--- src/rtl/qif_synapse_if.sv ---
// Spike, weight-programming and current-output bundle between a spike source and qif_synapse.
interface qif_synapse_if #(
    parameter int N_IN = 4
);
    localparam int AW = (N_IN > 1) ? $clog2(N_IN) : 1;

    logic [N_IN-1:0]   spike_in;
    logic              w_we;
    logic [AW-1:0]     w_addr;
    logic signed [7:0] w_data;
    logic signed [7:0] I_syn;
    logic              busy;
    logic [7:0]        drop_cnt;

    modport master (
        output spike_in, w_we, w_addr, w_data,
        input  I_syn, busy, drop_cnt
    );

    modport slave (
        input  spike_in, w_we, w_addr, w_data,
        output I_syn, busy, drop_cnt
    );
endinterface

--- src/rtl/qif_synapse.sv ---
// Spike-driven synaptic current: queued spikes add per-line weights into a saturating
// 8-bit accumulator that decays toward zero every DECAY_PERIOD cycles.
module qif_synapse #(
    parameter int                N_IN         = 4,
    parameter logic signed [7:0] W_INIT       = 8'sd16,
    parameter int                DECAY_SHIFT  = 3,
    parameter int                DECAY_PERIOD = 4
) (
    input logic          clk,
    input logic          rst_n,
    qif_synapse_if.slave bus
);
    localparam int            AW       = (N_IN > 1) ? $clog2(N_IN) : 1;
    localparam int            DW       = (DECAY_PERIOD > 1) ? $clog2(DECAY_PERIOD) : 1;
    localparam logic [DW-1:0] DEC_LAST = DW'(DECAY_PERIOD - 1);

    logic [N_IN-1:0]   pending;
    logic [N_IN-1:0]   grant;
    logic [N_IN-1:0]   drops;
    logic              grant_any;
    logic [AW-1:0]     grant_idx;
    logic signed [7:0] acc;
    logic signed [7:0] acc_next;
    logic signed [7:0] weight [N_IN];
    logic [DW-1:0]     dec_cnt;
    logic              tick;
    logic [7:0]        drop_cnt;
    logic [7:0]        drop_next;
    logic [8:0]        drop_sum;
    logic signed [9:0] sum;
    logic              addr_ok;

    // Lowest index wins: scan from the top so the last hit is the smallest set bit.
    always_comb begin
        // NOTE: every combinational output is given a default first so no path can infer a latch.
        grant     = '0;
        grant_idx = '0;
        grant_any = 1'b0;
        for (int i = N_IN - 1; i >= 0; i--) begin
            if (pending[i]) begin
                grant     = '0;
                grant[i]  = 1'b1;
                grant_idx = AW'(i);
                grant_any = 1'b1;
            end
        end
    end

    // A spike landing on a bit that stays pending merges into it and is lost.
    assign drops = bus.spike_in & pending & ~grant;

    always_comb begin
        drop_sum = {1'b0, drop_cnt};
        for (int i = 0; i < N_IN; i++) begin
            drop_sum = drop_sum + 9'(drops[i]);
        end
        drop_next = drop_sum[8] ? 8'hFF : drop_sum[7:0];
    end

    assign tick = (dec_cnt == DEC_LAST);

    // Decay is taken from the pre-add value, so a coincident grant adds after the decay.
    always_comb begin
        sum = $signed({{2{acc[7]}}, acc});
        if (tick) begin
            sum = sum - (sum >>> DECAY_SHIFT);
        end
        if (grant_any) begin
            sum = sum + $signed({{2{weight[grant_idx][7]}}, weight[grant_idx]});
        end
        if (sum > 10'sd127) begin
            acc_next = 8'sd127;
        end else if (sum < -10'sd128) begin
            acc_next = -8'sd128;
        end else begin
            acc_next = sum[7:0];
        end
    end

    if ((1 << AW) > N_IN) begin : g_addr_chk
        assign addr_ok = (bus.w_addr < AW'(N_IN));
    end else begin : g_addr_all
        assign addr_ok = 1'b1;
    end

    // NOTE: state updates use non-blocking assignments so every register samples pre-edge values.
    always_ff @(posedge clk or posedge rst_n) begin
        if (rst_n) begin
            pending  <= '0;
            acc      <= '0;
            dec_cnt  <= '0;
            drop_cnt <= '0;
        end else begin
            pending  <= (pending & ~grant) | bus.spike_in;
            acc      <= acc_next;
            dec_cnt  <= tick ? '0 : dec_cnt + DW'(1);
            drop_cnt <= drop_next;
        end
    end

    // NOTE: the weight file must come up at W_INIT, so it is reset like any other register.
    always_ff @(posedge clk or posedge rst_n) begin
        if (rst_n) begin
            for (int i = 0; i < N_IN; i++) begin
                weight[i] <= W_INIT;
            end
        end else if (bus.w_we && addr_ok) begin
            weight[bus.w_addr] <= bus.w_data;
        end
    end

    assign bus.I_syn    = acc;
    assign bus.busy     = |pending;
    assign bus.drop_cnt = drop_cnt;
endmodule

--- src/flat_wrapper.sv ---
// flat-port wrapper written by rule: the top's interface ports become plain ports
module qif_synapse_flat 
#(
    parameter int                N_IN         = 4,
    parameter logic signed [7:0] W_INIT       = 8'sd16,
    parameter int                DECAY_SHIFT  = 3,
    parameter int                DECAY_PERIOD = 4
)
  (clk, rst_n, bus_spike_in, bus_w_we, bus_w_addr, bus_w_data, bus_I_syn, bus_busy, bus_drop_cnt);
  qif_synapse_if #(.N_IN(N_IN)) bus_i ();
  input logic clk;
  input logic rst_n;
  input wire logic [$bits(bus_i.spike_in)-1:0] bus_spike_in;
  input wire logic [$bits(bus_i.w_we)-1:0] bus_w_we;
  input wire logic [$bits(bus_i.w_addr)-1:0] bus_w_addr;
  input wire logic [$bits(bus_i.w_data)-1:0] bus_w_data;
  output wire logic [$bits(bus_i.I_syn)-1:0] bus_I_syn;
  output wire logic [$bits(bus_i.busy)-1:0] bus_busy;
  output wire logic [$bits(bus_i.drop_cnt)-1:0] bus_drop_cnt;
  assign bus_i.spike_in = bus_spike_in;
  assign bus_i.w_we = bus_w_we;
  assign bus_i.w_addr = bus_w_addr;
  assign bus_i.w_data = bus_w_data;
  assign bus_I_syn = bus_i.I_syn;
  assign bus_busy = bus_i.busy;
  assign bus_drop_cnt = bus_i.drop_cnt;
  qif_synapse #(.N_IN(N_IN), .W_INIT(W_INIT), .DECAY_SHIFT(DECAY_SHIFT), .DECAY_PERIOD(DECAY_PERIOD)) u_core (.clk(clk), .rst_n(rst_n), .bus(bus_i));
endmodule
--- config.mk ---
export PLATFORM = sky130hd
export DESIGN_NAME = qif_synapse_flat
export DESIGN_NICKNAME = d
export VERILOG_FILES = /design/src/rtl/qif_synapse_if.sv /design/src/rtl/qif_synapse.sv /design/src/flat_wrapper.sv
export SDC_FILE = /design/constraint.sdc
export NUM_CORES = 1
export LEC_CHECK = 0
export BUFFER_PORTS_ARGS = -buffer_cell sky130_fd_sc_hd__buf_2
export CAP_MARGIN = 20
export CORE_ASPECT_RATIO = 1.75
export CORE_MARGIN = 2
export CORE_UTILIZATION = 40
export CTS_CLUSTER_SIZE = 30
export DETAILED_ROUTE_END_ITERATION = 16
export PLACE_DENSITY = 0.57
export SLEW_MARGIN = 20
export SYNTH_ARGS = -nofsm -noshare
export SYNTH_HDL_FRONTEND = slang
export SYNTH_SLANG_ARGS = --single-unit
export TNS_END_PERCENT = 10
--- constraint.sdc ---
create_clock -name clk -period 5.7 [get_ports clk]
set_input_delay 0.285 -clock clk [delete_from_list [all_inputs] [get_ports clk]]
set_output_delay 0.285 -clock clk [all_outputs]
set_load 0.05 [all_outputs]
[Word-level counts from Yosys, hierarchy flattened]
Index checks and enable logic that the tools add are counted.
Word-level totals
  bits in registers: 54
  output and inout port bits: 17
  word-level logic and storage cells: 54
Cells by class
  $add $sub $neg: 7
  magnitude comparators: 5
  eq/ne operators: 1
  mux-type cells: 24
  bitwise logic cells: 7
  reduce and logical (&&, ||, !) cells: 2
Operators with widths (number)
  8-bit 2-to-1 mux: 6
  32-bit bitwise mux: 1
  9-bit by 1-bit adder with 9-bit output: 3
  10-bit 2-to-1 mux: 2
  8-bit binary-select mux with 2-bit select: 1
  8-bit demux with 2-bit select: 1
  4-bit 2-to-1 mux: 4
  4-bit AND: 3
  10-bit by 8-bit adder with 10-bit output: 1
  10-bit by 8-bit greater-than comparator with 1-bit output (second input constant): 1
  10-bit by 8-bit < comparator with 1-bit output (second input constant): 1
  2-bit 2-to-1 mux: 5
  8-bit by 1-bit adder with 9-bit output: 1
  8-bit by 5-bit subtractor with 9-bit output: 1
  3-bit >= comparator (second input constant): 2
  2-bit inverter with 3-bit output: 2
  1-bit 2-to-1 mux: 4
  4-bit inverter: 1
  4-bit OR: 1
  4-bit OR reduction: 1
  3-bit by 1-bit < comparator with 1-bit output (second input constant): 1
  2-bit by 1-bit adder with 2-bit output (second input constant): 1
  2-bit == test (second input constant): 1
  1-bit logical AND: 1

[Longest topological paths before layout]
  depth after elaboration: 13
  depth in mapped cells: 15

[Least setup slack after synthesis]
OpenSTA, ideal clock, no wires.
  kind: register -> register
  start: reg u_core.acc[3] (netlist: u_core.bus.I_syn[3])
  end: reg u_core.acc[4] (netlist: u_core.bus.I_syn[4])
  library setup time: 0.145 ns
  data arrival time: 3.610 ns
  required time: 5.555 ns
  slack: 1.945 ns
  stages on the path, launching flop included: 14
  buffers on the path: 0
  period minus slack after synthesis: 3.755 ns
  path through: dfrtp_1 -> ha_1 -> inv_1 -> fa_1 -> a211oi_1 -> nor3_1 -> or3_1 -> ha_1 -> and3_1 -> and3_1 -> o21a_1 -> o21ai_0 -> o211ai_1 -> o41ai_2
Between the ends
  cells in the longest elaborated chain, start to end: 7
  elaborated cells on any way between the ends: 8
  those cells by class: add/sub: 2; order compare: 2; mux: 4
Ends and longest elaborated chain
  from (decl): RTL line qif_synapse.sv:22  | logic signed [7:0] acc;
  from (signal assigned): RTL line qif_synapse.sv:95  | acc <= acc_next;
  8-bit by 5-bit subtractor with 9-bit output: RTL line qif_synapse.sv:66  | sum = sum - (sum >>> DECAY_SHIFT);
  10-bit 2-to-1 mux (*): RTL line qif_synapse.sv:65  | if (tick) begin
  10-bit by 8-bit adder with 10-bit output: RTL line qif_synapse.sv:69  | sum = sum + $signed({{2{weight[grant_idx][7]}}, weight[grant_idx]});
  10-bit 2-to-1 mux (*): RTL line qif_synapse.sv:68  | if (grant_any) begin
  10-bit by 8-bit < comparator with 1-bit output: RTL line qif_synapse.sv:73  | end else if (sum < -10'sd128) begin
  8-bit 2-to-1 mux: RTL line qif_synapse.sv:73
  8-bit 2-to-1 mux (*): RTL line qif_synapse.sv:71  | if (sum > 10'sd127) begin
  named net u_core.acc_next[4]: RTL line qif_synapse.sv:23  | logic signed [7:0] acc_next;
The timed path passes the listed nets; every way through them passes the cells marked *.
A chain may end at the register's enable or synchronous reset.

[Worst setup path in the final report]
  start: reg u_core.acc[3] (netlist: u_core.bus.I_syn[3])
  end: reg u_core.acc[1] (netlist: u_core.bus.I_syn[1])
Same word-level chain as after synthesis.

==> impl_metrics.json <==
{
  "end_kind": "flop",
  "cp.depth": 13,
  "grt_pass1_wl_microns": 12100,
  "start_util": 0.408,
  "p_leak_nw": 1.67,
  "combPwrFrac": 0.595,
  "vias_per_cell": 5.69,
  "grt_pass1_vias": 2557,
  "antenna_found_initial": 0,
  "period_share": 0.701,
  "cp_top_family": "compound AO/OA/AOI/OAI gates",
  "ctsLongestPathBuffers": 2,
  "finalClockSkew_ns": 0.00570,
  "synth_top_flop_cell": "dfrtp_1",
  "slew_headroom": 0.459,
  "cts-resized-gates": 0,
  "drt-total-wl_microns": 6980,
  "place_congestion": 0.789,
  "ctsRootBufferMaster": "clkbuf_16",
  "clk_latency_ns": 0.30,
  "diodes": 0,
  "reg2reg_from": "u_core.bus.I_syn[3]",
  "min_to": "u_core.pending[0]",
  "finalHoldViolations": 0,
  "top_level_ports": 34,
  "path_max_fanout": 6,
  "synth.ff_latch_count": 54,
  "worstPathCellList": "ha_1 -> inv_1 -> fa_1 -> a211oi_1 -> nor3_1 -> or3_1 -> ha_1 -> and3_1 -> and3_1 -> o21a_1 -> o21ai_0 -> o211ai_1 -> o31ai_1",
  "p_switching_mw": 1.01,
  "power_density_nw_per_um2": 575,
  "hold_depth": 1,
  "power.internal_mw": 1.16,
  "swShare": 0.466,
  "cp.required_ns": 5.84,
  "multi_input_area_sq_um": 1910,
  "overflow": 0,
  "crit_buf_inv": 1,
  "fin_tns_setup_ns": 0,
  "period_needed_ns": 3.99,
  "max-cap-violations": 0,
  "cts_sinks": 54,
  "drc": 0,
  "yosysUniqueCellTypes": 52,
  "ant_nets": 0,
  "cts_tree": "done",
  "nNetsFinal": 380,
  "h-tree-depth": 2,
  "crit_path_start": "u_core.bus.I_syn[3]",
  "clkPwrFrac": 0.143,
  "syn-num-nets": 342,
  "first_iter_violations": 85,
  "reg2reg_to": "u_core.bus.I_syn[1]",
  "seqPwrFrac": 0.263,
  "drive_gt1_frac": 0.287,
  "core_sq_um": 8260,
  "finalSetupViolCount": 0,
  "critPathLaunchType": "flop",
  "synthCells": 302,
  "max_freq_mhz": 250,
  "grt_setup_unrepaired": "no",
  "slew_violations": 0,
  "cts_setup_buffers": 0,
  "syn_to_final_growth_pct": 12.4,
  "via_count": 2465,
  "port_buffers": 33,
  "regArea_sq_um": 1360,
  "ys.warnings.count": 0,
  "dieHeight_microns": 125,
  "std_cell_rows": 44,
  "dieArea_sq_um": 9200,
  "worstHoldStart": "bus_spike_in[0]",
  "grt_max_degree": 55,
  "worst_pin_slew_ns": 0.808,
  "postSynthAreaPerCell_sq_um": 11.2,
  "firstDrtPassIters": 4,
  "seq_area_frac_synth": 0.403,
  "r2r_cells": 13,
  "r2r_setup_slack_ns": 1.71,
  "power.total_mw": 2.18,
  "crit_type": "flop to flop",
  "hold_class": "primary input to flop",
  "synth_area_sq_um": 3370,
  "outcome": "completed",
  "routedWlPerCell_microns": 16.1,
  "die_w_microns": 73.4,
  "cp.arrival_ns": 4.14,
  "ys_async_sr_fraction": 1.00,
  "cts_made_buffers": 5,
  "critPathSlowestCell": "o211ai_1",
  "synth_edf_count": 0,
  "hold_buffers": 0,
  "clkTransAtPathRegs_ns": 0.07,
  "max_stage_delay_ns": 0.48,
  "hpwl_microns": 5330,
  "grt_usage": 0.169,
  "fill_cells": 779,
  "irDropWorstVdd_mv": 0.302
}
## cell families after synthesis
kind of cell | after synthesis | share of synthesized area
DFF | 54 | 0.403
other | 1 | 0.00111
and+or+nand+nor | 75 | 0.121
muxes | 44 | 0.173
xor gates and xnor gates | 9 | 0.0234
AOI/OAI and AO/OA | 72 | 0.153
adders and majority gates | 23 | 0.0965
buffers and inverters | 24 | 0.0293
## metal layers
| layer | up-vias | part of all wire | wire length [microns] | global-route usage |
|---|---|---|---|---|
| li1 | 1196 | - | - | - |
| met1 | 1219 | 0.40 | 2810 | 0.193 |
| met2 | 43 | 0.55 | 3850 | 0.304 |
| met3 | 7 | 0.028 | 193 | 0.0274 |
| met4 | 0 | 0.018 | 129 | 0.0642 |
| met5 | - | 0 | 0 | 0 |
## synth_stat cells, drive strengths merged (4+ instances only)
library cell | count | area [sq um]
and3 | 4 | 25.0
xnor2 | 4 | 35.0
o211ai | 5 | 37.5
nand2b | 8 | 50.1
mux4 | 8 | 180
a21oi | 18 | 90.1
mux2 | 33 | 372
ha | 18 | 225
a211oi | 4 | 30.0
nand3 | 6 | 30.0
dfstp | 4 | 105
o21a | 8 | 60.1
nor2 | 19 | 73.8
nand2 | 13 | 48.8
o21ai | 9 | 48.8
dfrtp | 50 | 1250
xor2 | 5 | 43.8
a21o | 7 | 52.6
inv | 20 | 75.1
nor2b | 5 | 31.3
nor3 | 7 | 46.3
o31ai | 9 | 67.6
fa | 5 | 100
## flip-flops by register name, summed over array words and instances (netlist names)
signal               count
u_core.pending           4
u_core.bus.drop_cnt      8
u_core.dec_cnt           2
u_core.bus.I_syn         8
u_core.weight           32
## worst max path at each step
stage,endpoint
3_3_place_gp,u_core.bus.I_syn[0]
2_1_floorplan,u_core.bus.I_syn[4]
4_1_cts,u_core.bus.I_syn[1]
5_1_grt,u_core.bus.I_syn[1]
6_report,u_core.bus.I_syn[1]
3_5_place_dp,u_core.bus.I_syn[1]
## through the flow
stage,cells,util,setup slack (ns),hold slack [ns],instance area [sq um]
finish,433,0.459,1.71,0.0874,3790
global route,433,0.459,1.43,0.0734,3790
CTS,433,0.459,1.73,0.0775,3790
detailed placement,425,0.441,1.74,0.395,3640
global placement,425,0.441,1.83,0.406,3640
floorplan,302,-,1.94,0.316,3370
## area by class of cell
cell class              count  area share
clock buffers               6      0.0340
flip-flops and latches     54       0.358
multi-input cells         224       0.505
repair buffers             35      0.0476
inverters                  20      0.0198
clock inverters             2     0.00463
well taps                  92      0.0304
## power by group through the flow
stage	logic [mW]	registers (mW)	clock network, mW
finish	1.29	0.572	0.311
global route	1.43	0.588	0.339
CTS	1.30	0.573	0.325
detailed placement	1.29	0.579	0
global placement	1.27	0.576	0
floorplan	0.847	0.748	0
## placed cells by master (no fill, tap or decap), types with 7 or more instances in the layout
| master | instances |
|---|---|
| o21a_1 | 8 |
| dfrtp_1 | 50 |
| mux2_2 | 33 |
| a21oi_1 | 18 |
| mux4_2 | 8 |
| nor2_1 | 18 |
| o31ai_1 | 9 |
| buf_2 | 33 |
| nand2b_1 | 8 |
| ha_1 | 18 |
| inv_1 | 18 |
| a21o_1 | 7 |
| nand2_1 | 13 |
Power figures use the tool's default switching activity.
